--- src/rtl/pipelined_cla_addsub_if.sv ---
// Operand/result bundle for the pipelined carry-lookahead adder/subtractor.
// The slave side is the adder; the master side is the producer/consumer.
interface pipelined_cla_addsub_if #(
    parameter int WIDTH = 32
);
    logic             in_valid;
    logic             in_ready;
    logic [WIDTH-1:0] a;
    logic [WIDTH-1:0] b;
    logic             sub;
    logic             out_valid;
    logic             out_ready;
    logic [WIDTH-1:0] sum;
    logic             carry;
    logic             overflow;
    logic             zero;

    modport slave (
        input  in_valid, a, b, sub, out_ready,
        output in_ready, out_valid, sum, carry, overflow, zero
    );

    modport master (
        output in_valid, a, b, sub, out_ready,
        input  in_ready, out_valid, sum, carry, overflow, zero
    );
endinterface

--- src/rtl/pipelined_cla_addsub.sv ---
// Two-stage carry-lookahead adder/subtractor with valid/ready flow control.
// S1 registers operands and 4-bit group P/G; S2 resolves carries and flags.
module pipelined_cla_addsub #(
    parameter int WIDTH = 32
) (
    input  logic                   clk,
    input  logic                   rst,
    pipelined_cla_addsub_if.slave  bus
);
    localparam int NG = WIDTH / 4;

    if (((WIDTH % 4) != 0) || (WIDTH < 8)) begin : g_bad_width
        $error("pipelined_cla_addsub: WIDTH must be a multiple of 4 and at least 8");
    end

    logic             w_s2_free;
    logic             w_s1_adv;
    logic             w_accept;

    logic [WIDTH-1:0] w_bx;
    logic [WIDTH-1:0] w_p;
    logic [WIDTH-1:0] w_g;
    logic [NG-1:0]    w_gp;
    logic [NG-1:0]    w_gg;

    logic             r_s1_valid;
    logic [WIDTH-1:0] r_a;
    logic [WIDTH-1:0] r_bx;
    logic             r_cin;
    // Bit 3 of each group only feeds the group P/G, so only bits 0..2 are kept.
    logic [NG-1:0][2:0] r_p;
    logic [NG-1:0][2:0] r_g;
    logic [NG-1:0]    r_gp;
    logic [NG-1:0]    r_gg;

    logic [NG:0]      w_gc;
    logic [WIDTH:0]   w_c;
    logic [WIDTH-1:0] w_sum;

    logic             r_out_valid;
    logic [WIDTH-1:0] r_sum;
    logic             r_carry;
    logic             r_overflow;
    logic             r_zero;

    assign w_s2_free = !r_out_valid || bus.out_ready;
    assign w_s1_adv  = r_s1_valid && w_s2_free;
    assign w_accept  = bus.in_valid && bus.in_ready;

    assign bus.in_ready  = !r_s1_valid || w_s2_free;
    assign bus.out_valid = r_out_valid;
    assign bus.sum       = r_sum;
    assign bus.carry     = r_carry;
    assign bus.overflow  = r_overflow;
    assign bus.zero      = r_zero;

    always_comb begin
        w_gp = '0;
        w_gg = '0;
        w_bx = bus.b ^ {WIDTH{bus.sub}};
        w_p  = bus.a | w_bx;
        w_g  = bus.a & w_bx;
        for (int k = 0; k < NG; k++) begin
            w_gp[k] = &w_p[4*k +: 4];
            w_gg[k] = w_g[4*k+3]
                    | (w_p[4*k+3] & w_g[4*k+2])
                    | (w_p[4*k+3] & w_p[4*k+2] & w_g[4*k+1])
                    | (w_p[4*k+3] & w_p[4*k+2] & w_p[4*k+1] & w_g[4*k]);
        end
    end

    always_ff @(posedge clk or posedge rst) begin
        if (rst) begin
            r_s1_valid <= 1'b0;
            r_a        <= '0;
            r_bx       <= '0;
            r_cin      <= 1'b0;
            r_p        <= '0;
            r_g        <= '0;
            r_gp       <= '0;
            r_gg       <= '0;
        end else begin
            if (w_accept) begin
                r_s1_valid <= 1'b1;
            end else if (w_s1_adv) begin
                r_s1_valid <= 1'b0;
            end
            if (w_accept) begin
                r_a   <= bus.a;
                r_bx  <= w_bx;
                r_cin <= bus.sub;
                r_gp  <= w_gp;
                r_gg  <= w_gg;
                for (int k = 0; k < NG; k++) begin
                    r_p[k] <= w_p[4*k +: 3];
                    r_g[k] <= w_g[4*k +: 3];
                end
            end
        end
    end

    // Second lookahead level over groups, then 4-bit lookahead inside each group.
    always_comb begin
        w_gc    = '0;
        w_c     = '0;
        w_gc[0] = r_cin;
        for (int k = 0; k < NG; k++) begin
            w_gc[k+1] = r_gg[k] | (r_gp[k] & w_gc[k]);
        end
        for (int k = 0; k < NG; k++) begin
            w_c[4*k]   = w_gc[k];
            w_c[4*k+1] = r_g[k][0] | (r_p[k][0] & w_gc[k]);
            w_c[4*k+2] = r_g[k][1]
                       | (r_p[k][1] & r_g[k][0])
                       | (r_p[k][1] & r_p[k][0] & w_gc[k]);
            w_c[4*k+3] = r_g[k][2]
                       | (r_p[k][2] & r_g[k][1])
                       | (r_p[k][2] & r_p[k][1] & r_g[k][0])
                       | (r_p[k][2] & r_p[k][1] & r_p[k][0] & w_gc[k]);
        end
        w_c[WIDTH] = w_gc[NG];
        w_sum      = r_a ^ r_bx ^ w_c[WIDTH-1:0];
    end

    always_ff @(posedge clk or posedge rst) begin
        if (rst) begin
            r_out_valid <= 1'b0;
            r_sum       <= '0;
            r_carry     <= 1'b0;
            r_overflow  <= 1'b0;
            r_zero      <= 1'b0;
        end else if (w_s1_adv) begin
            r_out_valid <= 1'b1;
            r_sum       <= w_sum;
            r_carry     <= w_c[WIDTH];
            r_overflow  <= w_c[WIDTH] ^ w_c[WIDTH-1];
            r_zero      <= ~|w_sum;
        end else if (bus.out_ready) begin
            r_out_valid <= 1'b0;
        end
    end
endmodule

--- src/flat_wrapper.sv ---
// flat-port wrapper written by rule: the top's interface ports become plain ports
module pipelined_cla_addsub_flat 
#(
    parameter int WIDTH = 32
)
  (clk, rst, bus_in_valid, bus_a, bus_b, bus_sub, bus_out_ready, bus_in_ready, bus_out_valid, bus_sum, bus_carry, bus_overflow, bus_zero);
  pipelined_cla_addsub_if #(.WIDTH(WIDTH)) bus_i ();
  input  logic clk;
  input  logic rst;
  input wire logic [$bits(bus_i.in_valid)-1:0] bus_in_valid;
  input wire logic [$bits(bus_i.a)-1:0] bus_a;
  input wire logic [$bits(bus_i.b)-1:0] bus_b;
  input wire logic [$bits(bus_i.sub)-1:0] bus_sub;
  input wire logic [$bits(bus_i.out_ready)-1:0] bus_out_ready;
  output wire logic [$bits(bus_i.in_ready)-1:0] bus_in_ready;
  output wire logic [$bits(bus_i.out_valid)-1:0] bus_out_valid;
  output wire logic [$bits(bus_i.sum)-1:0] bus_sum;
  output wire logic [$bits(bus_i.carry)-1:0] bus_carry;
  output wire logic [$bits(bus_i.overflow)-1:0] bus_overflow;
  output wire logic [$bits(bus_i.zero)-1:0] bus_zero;
  assign bus_i.in_valid = bus_in_valid;
  assign bus_i.a = bus_a;
  assign bus_i.b = bus_b;
  assign bus_i.sub = bus_sub;
  assign bus_i.out_ready = bus_out_ready;
  assign bus_in_ready = bus_i.in_ready;
  assign bus_out_valid = bus_i.out_valid;
  assign bus_sum = bus_i.sum;
  assign bus_carry = bus_i.carry;
  assign bus_overflow = bus_i.overflow;
  assign bus_zero = bus_i.zero;
  pipelined_cla_addsub #(.WIDTH(WIDTH)) u_core (.clk(clk), .rst(rst), .bus(bus_i));
endmodule
--- config.mk ---
export PLATFORM = sky130hd
export DESIGN_NAME = pipelined_cla_addsub_flat
export DESIGN_NICKNAME = d
export VERILOG_FILES = /design/src/rtl/pipelined_cla_addsub_if.sv /design/src/rtl/pipelined_cla_addsub.sv /design/src/flat_wrapper.sv
export SDC_FILE = /design/constraint.sdc
export NUM_CORES = 1
export LEC_CHECK = 0
export CORE_ASPECT_RATIO = 1.75
export CORE_UTILIZATION = 30
export CTS_CLUSTER_DIAMETER = 150
export DETAILED_ROUTE_END_ITERATION = 16
export GPL_TIMING_DRIVEN = 0
export PLACE_DENSITY = 0.51
export SLEW_MARGIN = 5
export SYNTH_ARGS = -nofsm -noshare
export SYNTH_HDL_FRONTEND = slang
export SYNTH_SLANG_ARGS = --single-unit
--- constraint.sdc ---
create_clock -name clk -period 8.4 [get_ports clk]
set_input_delay 0.84 -clock clk [delete_from_list [all_inputs] [get_ports clk]]
set_output_delay 0.84 -clock clk [all_outputs]
set_load 0.05 [all_outputs]
==> results.yml <==
yosys:
  syn-cell-area_um2: 8490
  synth_top_cells_by_count: "dfrtp_1, nand2_1, o21ai_0"
  ys_types: 55
  netlist.area_leader.share_pct: 48.9
  synth_area_leaders: "dfrtp_1, mux2_2, o21ai_0, nand2_1, xnor2_1"
  synth.most_common_cell: "dfrtp_1"
  syn-num-nets: 906
  synth_area_per_cell_um2: 10.1
  ys_seq_area_share_pct: 48.9
  synth_top_area_cell: "dfrtp_1"
  synth_edf_count: 0
  ys_ff_latch: 166
  synth_flop_cell: "dfrtp_1"
  yosysWarnings: 0
  netlist_instances: 837
  ys_async_sr_fraction_pct: 100
setup_path:
  crit_chain: "clkdlybuf4s50_1, nand2b_1, nand2_1, clkbuf_1, nor4_1, nand4_1, nor4_1, and4_1, nand4_1, nand2_1"
  cp-start-kind: "primary input"
  cp_data_required_time_ns: 8.79
  crit_type: "primary input to flop"
  crit_arrival_ns: 3.79
  slowest_delay_ns: 0.49
  crit_path_end_kind: "flop"
  critPathSlowestCell: "nor4_1"
  rr_worst_depth: 9
  crit_fanout: 10
sta:
  fin_worst_skew_ns: 0.0133
  grt_setup_unrepaired: "false"
  worst_pin_slew_ns: 0.970
  fmax_mhz: 294
  slew_headroom_pct: 35.3
  worst_slack_ns: 5.00
  period_minus_slack_ns: 3.40
  final_max_slew_viol_count: 0
  fin_tns_setup_ns: 0
  finalHoldViolCount: 0
  setup_viol: 0
  min_period_over_period_pct: 40.4
route:
  firstDrtPassIters: 4
  drc_errors: 0
  num_vias: 6609
  wirelength_mm: 26.6
  drt-vias-per-instance: 4.90
  dr.first_iter.drc_count: 257
  ant_nets: 0
  wl_per_cell_um: 19.7
placed_design:
  globalplace.congestion: 0.812
  hpwlAfterDp_mm: 20.0
  preCtsSetupSlack_ns: 4.52
  portBuffers: 104
clock_tree:
  clock-sinks: 166
  cts_htree_levels: 4
  numCtsBuffers: 17
  cts_buffer_depth: 2
  post_cts_resized: 0
  clkLatencyLatePin_ns: 0.45
  path_clk_slew_ns: 0.07
  ctsHoldBuffers: 0
  root_buffer: "clkbuf_16"
  cts_tree: "built"
  post_cts_buffers: 0
global_routing:
  grt_pass1_vias: 6818
  gr-total-overflow: 0
  grt_use_total_pct: 19.3
  grt_max_degree: 94
  antenna_found_initial: 1
  grt_first_pass_wirelength_mm: 40.5
die:
  rows: 81
  initial_core_util_pct: 30.5
  die-area_um2: 29000
  die_y_um: 225
  die_x_um: 129
  io_pins: 106
  core-area_um2: 27900
power:
  p_per_area_nw_per_um2: 286
  power.leakage_nw: 4.32
  total_power_mw: 3.04
  ir_worst_vdd_mv: 0.158
final_layout:
  final_nets: 1030
  area_growth_pct: 25.4
  drive_gt1_share_pct: 13.6
job:
  maxCapViolCount: 0
hold_path:
  min_path_type: "flop to flop"
  min_path_cells: 2
run_status:
  status: "complete, no violations"
[state kept, by name, indices dropped and copies added, names as in the netlist]
name / flops
u_core.r_s1_valid: 1
u_core.r_g: 24
u_core.bus.carry: 1
u_core.r_bx: 32
u_core.r_cin: 1
u_core.r_gp: 8
u_core.r_gg: 8
u_core.r_a: 32
u_core.r_p: 24
u_core.bus.overflow: 1
u_core.bus.out_valid: 1
u_core.bus.zero: 1
u_core.bus.sum: 32
[cell families after synthesis]
group | share of synthesized area [%]
AND/OR/NAND/NOR | 12.7
AO/OA/AOI/OAI | 14.0
flip-flops | 48.9
XOR/XNOR | 9.60
multiplexers | 10.2
buffers and inverters | 2.61
adder cells (fa/ha/maj) | 1.96
[layer usage]
| layer | up-vias | track usage (%) | wire length (um) |
|---|---|---|---|
| met5 | - | 0 | 0 |
| met4 | 0 | 8.31 | 788 |
| met3 | 34 | 2.74 | 807 |
| met2 | 118 | 36.4 | 14800 |
| met1 | 3279 | 21.0 | 10200 |
| li1 | 3178 | - | - |
[power by group]
part	total (mW)	switching, mW	internal (mW)
clock network	0.815	0.349	0.466
logic	1.11	0.688	0.426
registers	1.11	0.131	0.978
total	3.04	1.17	1.87
[cell type report]
| class | count | area (um2) |
|---|---|---|
| Timing Repair Buffer | 105 | 1070 |
| Antenna cell | 1 | 2.50 |
| Multi-Input combinational cell | 617 | 4110 |
| Clock inverter | 12 | 141 |
| Sequential cell | 166 | 4150 |
| Inverter | 18 | 75.1 |
| Tap cell | 373 | 467 |
| Buffer | 36 | 154 |
| Fill cell | 2851 | 17200 |
| Clock buffer | 20 | 467 |
[worst max-delay path: cells and delay by family]
family	cells	cell delay, ns
buf+inv	2	0.90
simple gates	8	2.03
[cell usage in the layout, fill, tap and decap left out, types with 17 or more instances in the layout]
cell type,count
xor2_1,41
mux2_2,77
clkdlybuf4s50_1,104
a21oi_1,31
clkbuf_1,26
inv_1,17
dfrtp_1,166
nand2_1,126
o21ai_0,95
clkbuf_16,17
nor2_1,38
xnor2_1,52
[stage by stage]
stage | std cells | utilization (%) | hold WS [ns] | area [um2]
2_1_floorplan | 837 | - | 0.441 | 8490
3_3_place_gp | 1314 | 35.9 | 0.456 | 9990
3_5_place_dp | 1315 | 36.0 | 0.466 | 10000
4_1_cts | 1347 | 38.2 | 0.483 | 10600
5_1_grt | 1348 | 38.2 | 0.487 | 10600
6_report | 1348 | 38.2 | 0.475 | 10600
[final timing paths]
| kind | start | endpoint | slack [ns] |
|---|---|---|---|
| max | bus_out_ready | u_core.bus.zero$_DFFE_PP0P_ | 5.00 |
| min | u_core.r_g[14]$_DFFE_PP0P_ | u_core.r_g[14]$_DFFE_PP0P_ | 0.47 |
| max reg2reg | u_core.bus.out_valid$_DFFE_PP0P_ | u_core.bus.zero$_DFFE_PP0P_ | 5.50 |
| min reg2reg | u_core.r_g[14]$_DFFE_PP0P_ | u_core.r_g[14]$_DFFE_PP0P_ | 0.47 |
| max in group asynchronous | rst | u_core.bus.sum[13]$_DFFE_PP0P_ | 6.67 |
| min in group asynchronous | rst | u_core.r_a[29]$_DFFE_PP0P_ | 0.85 |
No activity file was read; power rests on OpenSTA's default activity.
